**config.mk**
```make
export PLATFORM = sky130hd
export DESIGN_NAME = alu_issue_stage
export DESIGN_NICKNAME = d
export VERILOG_FILES = /design/src/rtl/alu_issue_stage.sv
export SDC_FILE = /design/constraint.sdc
export NUM_CORES = 1
export LEC_CHECK = 0
export BUFFER_PORTS_ARGS = -buffer_cell sky130_fd_sc_hd__buf_2
export CELL_PAD_IN_SITES_DETAIL_PLACEMENT = 0
export CELL_PAD_IN_SITES_GLOBAL_PLACEMENT = 1
export CORE_MARGIN = 2
export CORE_UTILIZATION = 34
export CTS_BUF_LIST = sky130_fd_sc_hd__clkbuf_16
export DETAILED_ROUTE_END_ITERATION = 16
export PLACE_DENSITY = 0.84
export RECOVER_POWER = 100
export SYNTH_ARGS = -nofsm -noshare
export SYNTH_HDL_FRONTEND = slang
export SYNTH_SLANG_ARGS = --single-unit
```
**constraint.sdc**
```tcl
create_clock -name clk -period 5.52 [get_ports clk]
set_input_delay 1.38 -clock clk [delete_from_list [all_inputs] [get_ports clk]]
set_output_delay 1.38 -clock clk [all_outputs]
set_load 0.005 [all_outputs]
```
**src/rtl/alu_issue_stage.sv**
```systemverilog
// ALU issue stage: decodes ALU-class RV32I instructions (OP, OP-IMM, LUI,
// AUIPC) into an ALU op code plus operands and holds the result in a
// single valid/ready pipeline register feeding the execute stage.
module alu_issue_stage #(
    parameter int XLEN = 32
) (
    input  logic            clk,
    input  logic            rst,
    input  logic            in_valid,
    output logic            in_ready,
    input  logic [31:0]     in_instr,
    input  logic [XLEN-1:0] in_pc,
    input  logic [XLEN-1:0] in_rs1_data,
    input  logic [XLEN-1:0] in_rs2_data,
    input  logic            flush,
    output logic            out_valid,
    input  logic            out_ready,
    output logic [XLEN-1:0] out_a,
    output logic [XLEN-1:0] out_b,
    output logic [3:0]      out_alu_op,
    output logic [4:0]      out_rd,
    output logic            out_reg_write,
    output logic            out_illegal
);

    typedef enum logic [3:0] {
        ALU_ADD  = 4'b0000,
        ALU_SUB  = 4'b0001,
        ALU_XOR  = 4'b0010,
        ALU_OR   = 4'b0011,
        ALU_AND  = 4'b0100,
        ALU_SLL  = 4'b0101,
        ALU_SRL  = 4'b0110,
        ALU_SRA  = 4'b0111,
        ALU_SLT  = 4'b1000,
        ALU_SLTU = 4'b1001
    } alu_op_e;

    localparam logic [6:0] OPC_OP     = 7'b0110011;
    localparam logic [6:0] OPC_OP_IMM = 7'b0010011;
    localparam logic [6:0] OPC_LUI    = 7'b0110111;
    localparam logic [6:0] OPC_AUIPC  = 7'b0010111;

    localparam logic [6:0] F7_BASE = 7'b0000000;
    localparam logic [6:0] F7_ALT  = 7'b0100000;

    logic [6:0]      opcode;
    logic [2:0]      f3;
    logic [6:0]      f7;
    logic            f7_base;
    logic            f7_alt;
    logic [XLEN-1:0] imm_i;
    logic [XLEN-1:0] imm_u;

    alu_op_e         dec_op;
    logic            dec_legal;
    logic [XLEN-1:0] dec_a;
    logic [XLEN-1:0] dec_b;

    logic            capture;

    assign opcode  = in_instr[6:0];
    assign f3      = in_instr[14:12];
    assign f7      = in_instr[31:25];
    assign f7_base = (f7 == F7_BASE);
    assign f7_alt  = (f7 == F7_ALT);

    // Shift immediates keep the whole sign-extended field; the ALU only
    // looks at b[4:0], so no separate shamt path is needed.
    assign imm_i = {{(XLEN-12){in_instr[31]}}, in_instr[31:20]};
    assign imm_u = {in_instr[31:12], 12'b0};

    // Op-code selection and legality check for the ALU-class opcodes.
    always_comb begin
        dec_op    = ALU_ADD;
        dec_legal = 1'b0;
        case (opcode)
            OPC_OP: begin
                case (f3)
                    3'b000: begin
                        dec_legal = f7_base || f7_alt;
                        dec_op    = f7_alt ? ALU_SUB : ALU_ADD;
                    end
                    3'b001: begin
                        dec_legal = f7_base;
                        dec_op    = ALU_SLL;
                    end
                    3'b010: begin
                        dec_legal = f7_base;
                        dec_op    = ALU_SLT;
                    end
                    3'b011: begin
                        dec_legal = f7_base;
                        dec_op    = ALU_SLTU;
                    end
                    3'b100: begin
                        dec_legal = f7_base;
                        dec_op    = ALU_XOR;
                    end
                    3'b101: begin
                        dec_legal = f7_base || f7_alt;
                        dec_op    = f7_alt ? ALU_SRA : ALU_SRL;
                    end
                    3'b110: begin
                        dec_legal = f7_base;
                        dec_op    = ALU_OR;
                    end
                    default: begin
                        dec_legal = f7_base;
                        dec_op    = ALU_AND;
                    end
                endcase
            end
            OPC_OP_IMM: begin
                case (f3)
                    3'b000: begin
                        dec_legal = 1'b1;
                        dec_op    = ALU_ADD;
                    end
                    3'b001: begin
                        dec_legal = f7_base;
                        dec_op    = ALU_SLL;
                    end
                    3'b010: begin
                        dec_legal = 1'b1;
                        dec_op    = ALU_SLT;
                    end
                    3'b011: begin
                        dec_legal = 1'b1;
                        dec_op    = ALU_SLTU;
                    end
                    3'b100: begin
                        dec_legal = 1'b1;
                        dec_op    = ALU_XOR;
                    end
                    3'b101: begin
                        dec_legal = f7_base || f7_alt;
                        dec_op    = f7_alt ? ALU_SRA : ALU_SRL;
                    end
                    3'b110: begin
                        dec_legal = 1'b1;
                        dec_op    = ALU_OR;
                    end
                    default: begin
                        dec_legal = 1'b1;
                        dec_op    = ALU_AND;
                    end
                endcase
            end
            OPC_LUI, OPC_AUIPC: begin
                dec_legal = 1'b1;
                dec_op    = ALU_ADD;
            end
            default: begin
                dec_legal = 1'b0;
                dec_op    = ALU_ADD;
            end
        endcase
        // Illegal encodings issue as a harmless add of zeros.
        if (!dec_legal) begin
            dec_op = ALU_ADD;
        end
    end

    // Operand A/B selection; illegal encodings leave both operands zero.
    always_comb begin
        dec_a = '0;
        dec_b = '0;
        if (dec_legal) begin
            case (opcode)
                OPC_OP: begin
                    dec_a = in_rs1_data;
                    dec_b = in_rs2_data;
                end
                OPC_OP_IMM: begin
                    dec_a = in_rs1_data;
                    dec_b = imm_i;
                end
                OPC_LUI: begin
                    dec_a = '0;
                    dec_b = imm_u;
                end
                OPC_AUIPC: begin
                    dec_a = in_pc;
                    dec_b = imm_u;
                end
                default: begin
                    dec_a = '0;
                    dec_b = '0;
                end
            endcase
        end
    end

    // The register can take a new instruction whenever it is empty or its
    // current content leaves this cycle, giving full throughput.
    assign in_ready = !out_valid || out_ready;
    assign capture  = in_valid && in_ready && !flush;

    // Valid bit: reset, then flush, then capture, then drain on handshake.
    always_ff @(posedge clk) begin
        if (rst) begin
            out_valid <= 1'b0;
        end else if (flush) begin
            out_valid <= 1'b0;
        end else if (capture) begin
            out_valid <= 1'b1;
        end else if (out_ready) begin
            out_valid <= 1'b0;
        end
    end

    // Payload register: loads only on capture, so it stays stable while stalled.
    always_ff @(posedge clk) begin
        if (rst) begin
            out_a         <= '0;
            out_b         <= '0;
            out_alu_op    <= 4'b0000;
            out_rd        <= 5'd0;
            out_reg_write <= 1'b0;
            out_illegal   <= 1'b0;
        end else if (capture) begin
            out_a         <= dec_a;
            out_b         <= dec_b;
            out_alu_op    <= dec_op;
            out_rd        <= in_instr[11:7];
            out_reg_write <= dec_legal;
            out_illegal   <= !dec_legal;
        end
    end

endmodule

```
==> results_dict.tcl, run 1 <==
set metrics [dict create \
    dr_wl_met3_um 1040 \
    hold_path_class "register to register" \
    rsz0062_at_grt "false" \
    holdWs_ps 442 \
    numCtsBuffers 9 \
    vias_per_cell 5.00 \
    ioPinCount 210 \
    drc 0 \
    dpl_cell_area_sq_mm 0.00474 \
    yosys_register_bits 76 \
    post_cts_buffers 0 \
    power_switching_mw 0.307 \
    crit_required_ps 5760 \
    cts_buffer_depth 2 \
    synth_fp_nets 577 \
    start_util 0.350 \
    endpoint_kind "register" \
    slew_headroom -0.0131 \
    finClkSkew_ps 4.22 \
    layout-drive-gt1-share 0.300 \
    postCtsResizedCells 0 \
    grt_pass1_wl_um 17400 \
    ir_drop_mv 0.130 \
    rr_worst_depth 6 \
    hold_buffers 0 \
    fin_area_sq_mm 0.00489 \
    fillCellCount 1189 \
    async_flop_share 0 \
    fmax_ghz 0.249 \
    critical_path.max_fanout 23 \
    area_delta_synth_final_pct 28.4 \
    mostFrequentLayoutCell "buf_2" \
    hold_violations 0 \
    clkPwrFrac 0.493 \
    met2_length_um 5480 \
    die_x_um 110 \
    violations "capacitance limit, slew limit" \
    cts.clk_slew.worst_paths_ps 60 \
    cts_tree "built" \
    grt.overflow.total 0 \
    final_cell_mix "152 x buf_2, 86 x nand2_1, 76 x a21oi_1, 76 x dfxtp_1, 60 x clkbuf_1" \
    worstReg2RegStart "out_valid" \
    p_int_mw 1.05 \
    startpoint "in_instr[6]" \
    finalCriticalPeriod_ps 4020 \
    r2r_slack_ps 2590 \
    synth-edff-count 0 \
    dr_total_vias 3864 \
    worstSetupPathType "input pin to register" \
    grt_max_degree 59 \
    drt_iter0_drc 162 \
    antenna_found_initial 0 \
    arrival_ps 4260 \
    final_nets 761 \
    post-route-period-util 0.728 \
    first_pass_iters 4 \
    core_area_sq_mm 0.0109 \
    wl_per_cell_um 15.0 \
    tightest_slew_ps 1500 \
    seq_power_share 0.407 \
    groute.usage.overall 0.187 \
    clock-sinks 76 \
    crit_end "out_b[27]" \
    startpoint_type "input pin" \
    switching_share 0.226 \
    powerDensity_mw_per_mm2 278 \
    multi_input_area_sq_mm 0.00185 \
    gp_congestion 0.783 \
    ys.flop_type "dfxtp_1" \
    drt-met1-wl_um 4950 \
    hpwl_um 8510 \
    diodes 0 \
    p_leak_nw 2.01 \
    fp.dieH_um 110 \
    drv_slew 17 \
    holdPathStages 2 \
    highest_layer "met4" \
    cap_violations 2 \
    dieArea_sq_mm 0.0121 \
    syn-cell-area_sq_mm 0.00381 \
    h-tree-depth 3 \
    io_buffers 209 \
    cts-root-buf "clkbuf_16" \
    total_power_mw 1.36 \
    setup_viol 0 \
    ys_types 36 \
    seq_area_sq_mm 0.00152 \
    drt-total-wl_um 11600 \
    syn_inst 444 \
    power_frac_comb 0.100 \
    grt_pass1_vias 3586 \
    rows 38 \
    syn_area_per_cell_sq_um 8.59 \
    setup-tns-final_ps 0 \
    r2r_end "out_b[27]" \
    clock_latency_ps 330 \
    ys_warn_count 0 \
    postRouteAntennaNets 0 \
    run_status "finished, violations left" \
    synth.yosys.seq_area_share 0.399 \
]
## cell usage after synthesis (8+ instances only)
master	instances	area, sq um
clkbuf_8	8	110
nor2b_1	35	219
o211ai_1	19	143
mux2i_1	12	120
dfxtp_1	76	1520
a22oi_1	19	143
a21oi_1	76	380
o21ai_1	14	70.1
o21ai_2	30	263
nand2_1	86	323
clkbuf_1	19	71.3
## layer usage
| metal | up-vias | track usage |
|---|---|---|
| met4 | 0 | 0.0696 |
| met1 | 1781 | 0.226 |
| li1 | 1921 | - |
| met5 | - | 0 |
| met2 | 151 | 0.314 |
| met3 | 11 | 0.0539 |
## cells by family after synthesis
kind of cell,synth area share
AOI/OAI and AO/OA,0.293
and+or+nand+nor,0.186
DFF,0.399
buffers and inverters,0.0903
muxes,0.0315
## sequential cells by signal, summed over array words and instances (netlist names)
| signal | cells |
|---|---|
| out_a | 32 |
| out_illegal | 1 |
| out_alu_op | 4 |
| out_rd | 5 |
| out_reg_write | 1 |
| out_b | 32 |
| out_valid | 1 |
## worst min-delay path by stage
stage	start	slack [ps]	endpoint
finish	out_reg_write	440	out_reg_write
global route	out_reg_write	450	out_reg_write
CTS	out_reg_write	440	out_reg_write
global placement	out_reg_write	430	out_reg_write
detailed placement	out_reg_write	430	out_reg_write
floorplan	out_reg_write	440	out_reg_write
## worst max-delay path, stage by stage
cell	delay [ps]
buf_2	90
or3b_2	510
nor4_1	220
clkbuf_1	740
and2_0	950
a22oi_1	170
a21oi_1	190
## power groups by stage
| stage | Combinational (mW) | Sequential, mW | Clock (mW) |
|---|---|---|---|
| detailed placement | 0.142 | 0.565 | 0 |
| global placement | 0.139 | 0.565 | 0 |
| finish | 0.136 | 0.553 | 0.670 |
| global route | 0.151 | 0.553 | 0.712 |
| floorplan | 0.0777 | 0.565 | 0 |
| CTS | 0.142 | 0.553 | 0.690 |
## stage by stage
stage                      util  std cells  setup WS, ps
after floorplan               -        444          2390
after global placement    0.435        757          1990
after detailed placement  0.435        757          1860
after CTS                 0.467        773          2040
after global routing      0.450        773          1140
final                     0.450        773          1500
## cell type report
class	count	area share
Tap cell	140	0.0358
Inverter	3	0.00230
Multi-Input combinational cell	325	0.379
Clock inverter	7	0.0235
Sequential cell	76	0.311
Timing Repair Buffer	213	0.203
Clock buffer	9	0.0460
(Power assumes the default switching activity.)
==> run 2: changes to the inputs <==
Settings changed: CORE_UTILIZATION 34 to 31, PLACE_DENSITY 0.84 to 0.78.
Clock period 5.52 ns to 3.9 ns, I/O delays scaled along.
==> run 2 against run 1 <==
Against the previous run: the run now ends clean; core utilization is 3.9 points lower; count of clock-buffer cells in the layout stayed put; clock skew is 1.3 ps higher; total power is 37% higher; die area is 9.3% higher; setup slack worse by 870 ps; critical path type unchanged; critical endpoint is now out_a[11]; largest power group unchanged.
==> results_dict.tcl, run 2 (synthesis results as in run 1) <==
set metrics [dict create \
    hold_violations 0 \
    grt_pass1_wl_um 18000 \
    post-route-period-util 0.839 \
    io_buffers 209 \
    holdPathStages 2 \
    r2r_end "out_b[28]" \
    highest_layer "met5" \
    dp_cells 768 \
    cap_violations 0 \
    vias_per_cell 4.93 \
    arrival_ps 3520 \
    startpoint_type "input pin" \
    fin_cells 784 \
    layout-drive-gt1-share 0.312 \
    postCtsResizedCells 0 \
    run_status "finished clean" \
    rsz0062_at_grt "false" \
    drv_slew 0 \
    dr_wl_met3_um 1100 \
    r2r_slack_ps 1510 \
    postRouteAntennaNets 0 \
    path_buf_inv 2 \
    drt_iter0_drc 203 \
    crit_chain "clkbuf_1 > or4_4 > nor4_4 > and4_1 > o311ai_4 > buf_4 > o21ai_0" \
    path_depth 7 \
    total_power_mw 1.87 \
    numCtsBuffers 9 \
    rows 40 \
    largestRegisters "out_a x32, out_b x32, out_rd x5" \
    powerDensity_mw_per_mm2 379 \
    final_cell_mix "160 x buf_2, 86 x nand2_1, 76 x a21oi_1, 76 x dfxtp_1, 49 x clkbuf_1" \
    setup-tns-final_ps 0 \
    die_x_um 115 \
    clock-sinks 76 \
    groute.usage.overall 0.178 \
    holdWs_ps 444 \
    mostFrequentLayoutCell "buf_2" \
    first_pass_iters 4 \
    dr_total_vias 3863 \
    critPathMaxStageDelay_ps 780 \
    critical_path.max_fanout 25 \
    min_from "out_reg_write" \
    hold_path_class "register to register" \
    clock_latency_ps 330 \
    tightest_slew_ps 1130 \
    cp_slowest_cell "and4_1" \
    finalCriticalPeriod_ps 3270 \
    dieArea_sq_mm 0.0132 \
    crit_family "simple AND/OR/NAND/NOR gates" \
    cts.clk_slew.worst_paths_ps 60 \
    antenna_found_initial 1 \
    start_util 0.317 \
    endpoint_kind "register" \
    ir_drop_mv 0.167 \
    worstSetupPathType "input pin to register" \
    h-tree-depth 3 \
    area_delta_synth_final_pct 29.3 \
    holdPathEnd "out_reg_write" \
    dpl_cell_area_sq_mm 0.00478 \
    drt-total-wl_um 12000 \
    diodes 0 \
    fin_ws_ps 630 \
    met2_length_um 5480 \
    post_cts_buffers 0 \
    hold_buffers 0 \
    final_nets 765 \
    grt_max_degree 51 \
    final_util 0.411 \
    finClkSkew_ps 5.51 \
    drt-met1-wl_um 5180 \
    fmax_ghz 0.306 \
    drc 0 \
    worstReg2RegStart "out_valid" \
    crit_required_ps 4150 \
    fp.dieH_um 115 \
    grt.overflow.total 0 \
    hpwl_um 8970 \
    cts_tree "built" \
    preCtsSetupSlack_ps 609 \
    setup_viol 0 \
    slew_headroom 0.246 \
    rr_worst_depth 5 \
    core_area_sq_mm 0.0120 \
    grt_pass1_vias 3651 \
    wl_per_cell_um 15.2 \
    p_leak_nw 2.06 \
    fin_area_sq_mm 0.00493 \
    ioPinCount 210 \
    cts-root-buf "clkbuf_16" \
    cts_buffer_depth 2 \
    gp_congestion 0.842 \
]
==> run 2: cell count changes in the layout (fill, tap and decap cells not counted), sizes merged <==
cell | before | now
buf | 153 | 168
bufinv | 3 | 2
clkbuf | 69 | 58
clkinv | 3 | 4
==> run 2: cell type report <==
class | count | area (sq um)
tap | 147 | 184
timing repair buffer | 217 | 1040
fill | 1289 | 7080
inverter | 3 | 11.3
clock inverter | 7 | 91.3
multi-input combinational | 325 | 1850
clock buffer | 9 | 225
sequential | 76 | 1520
==> run 2: worst max-delay path by stage <==
| stage | start | slack (ps) | endpoint |
|---|---|---|---|
| 2_1_floorplan | in_instr[25] | 1320 | out_a[10] |
| 3_3_place_gp | in_instr[25] | 710 | out_a[25] |
| 3_5_place_dp | in_instr[25] | 610 | out_a[11] |
| 4_1_cts | in_instr[25] | 970 | out_a[11] |
| 5_1_grt | in_instr[25] | 530 | out_a[31] |
| 6_report | in_instr[25] | 630 | out_a[11] |
==> run 2: worst min-delay path, stage by stage (launching register included) <==
cell,delay (ps)
dfxtp_1,310
nand2_1,50
nand2_1,40
==> run 2: routing by layer <==
metal / up-vias / global-route usage
li1: 1922 / -
met3: 14 / 0.0517
met2: 187 / 0.295
met4: 2 / 0.0811
met5: - / 0
met1: 1738 / 0.213
==> run 2: where the power goes <==
group,switching [mW],total (mW),internal (mW)
Sequential,0.00214,0.783,0.781
Combinational,0.107,0.196,0.0891
Clock,0.332,0.890,0.558
Total,0.441,1.87,1.43
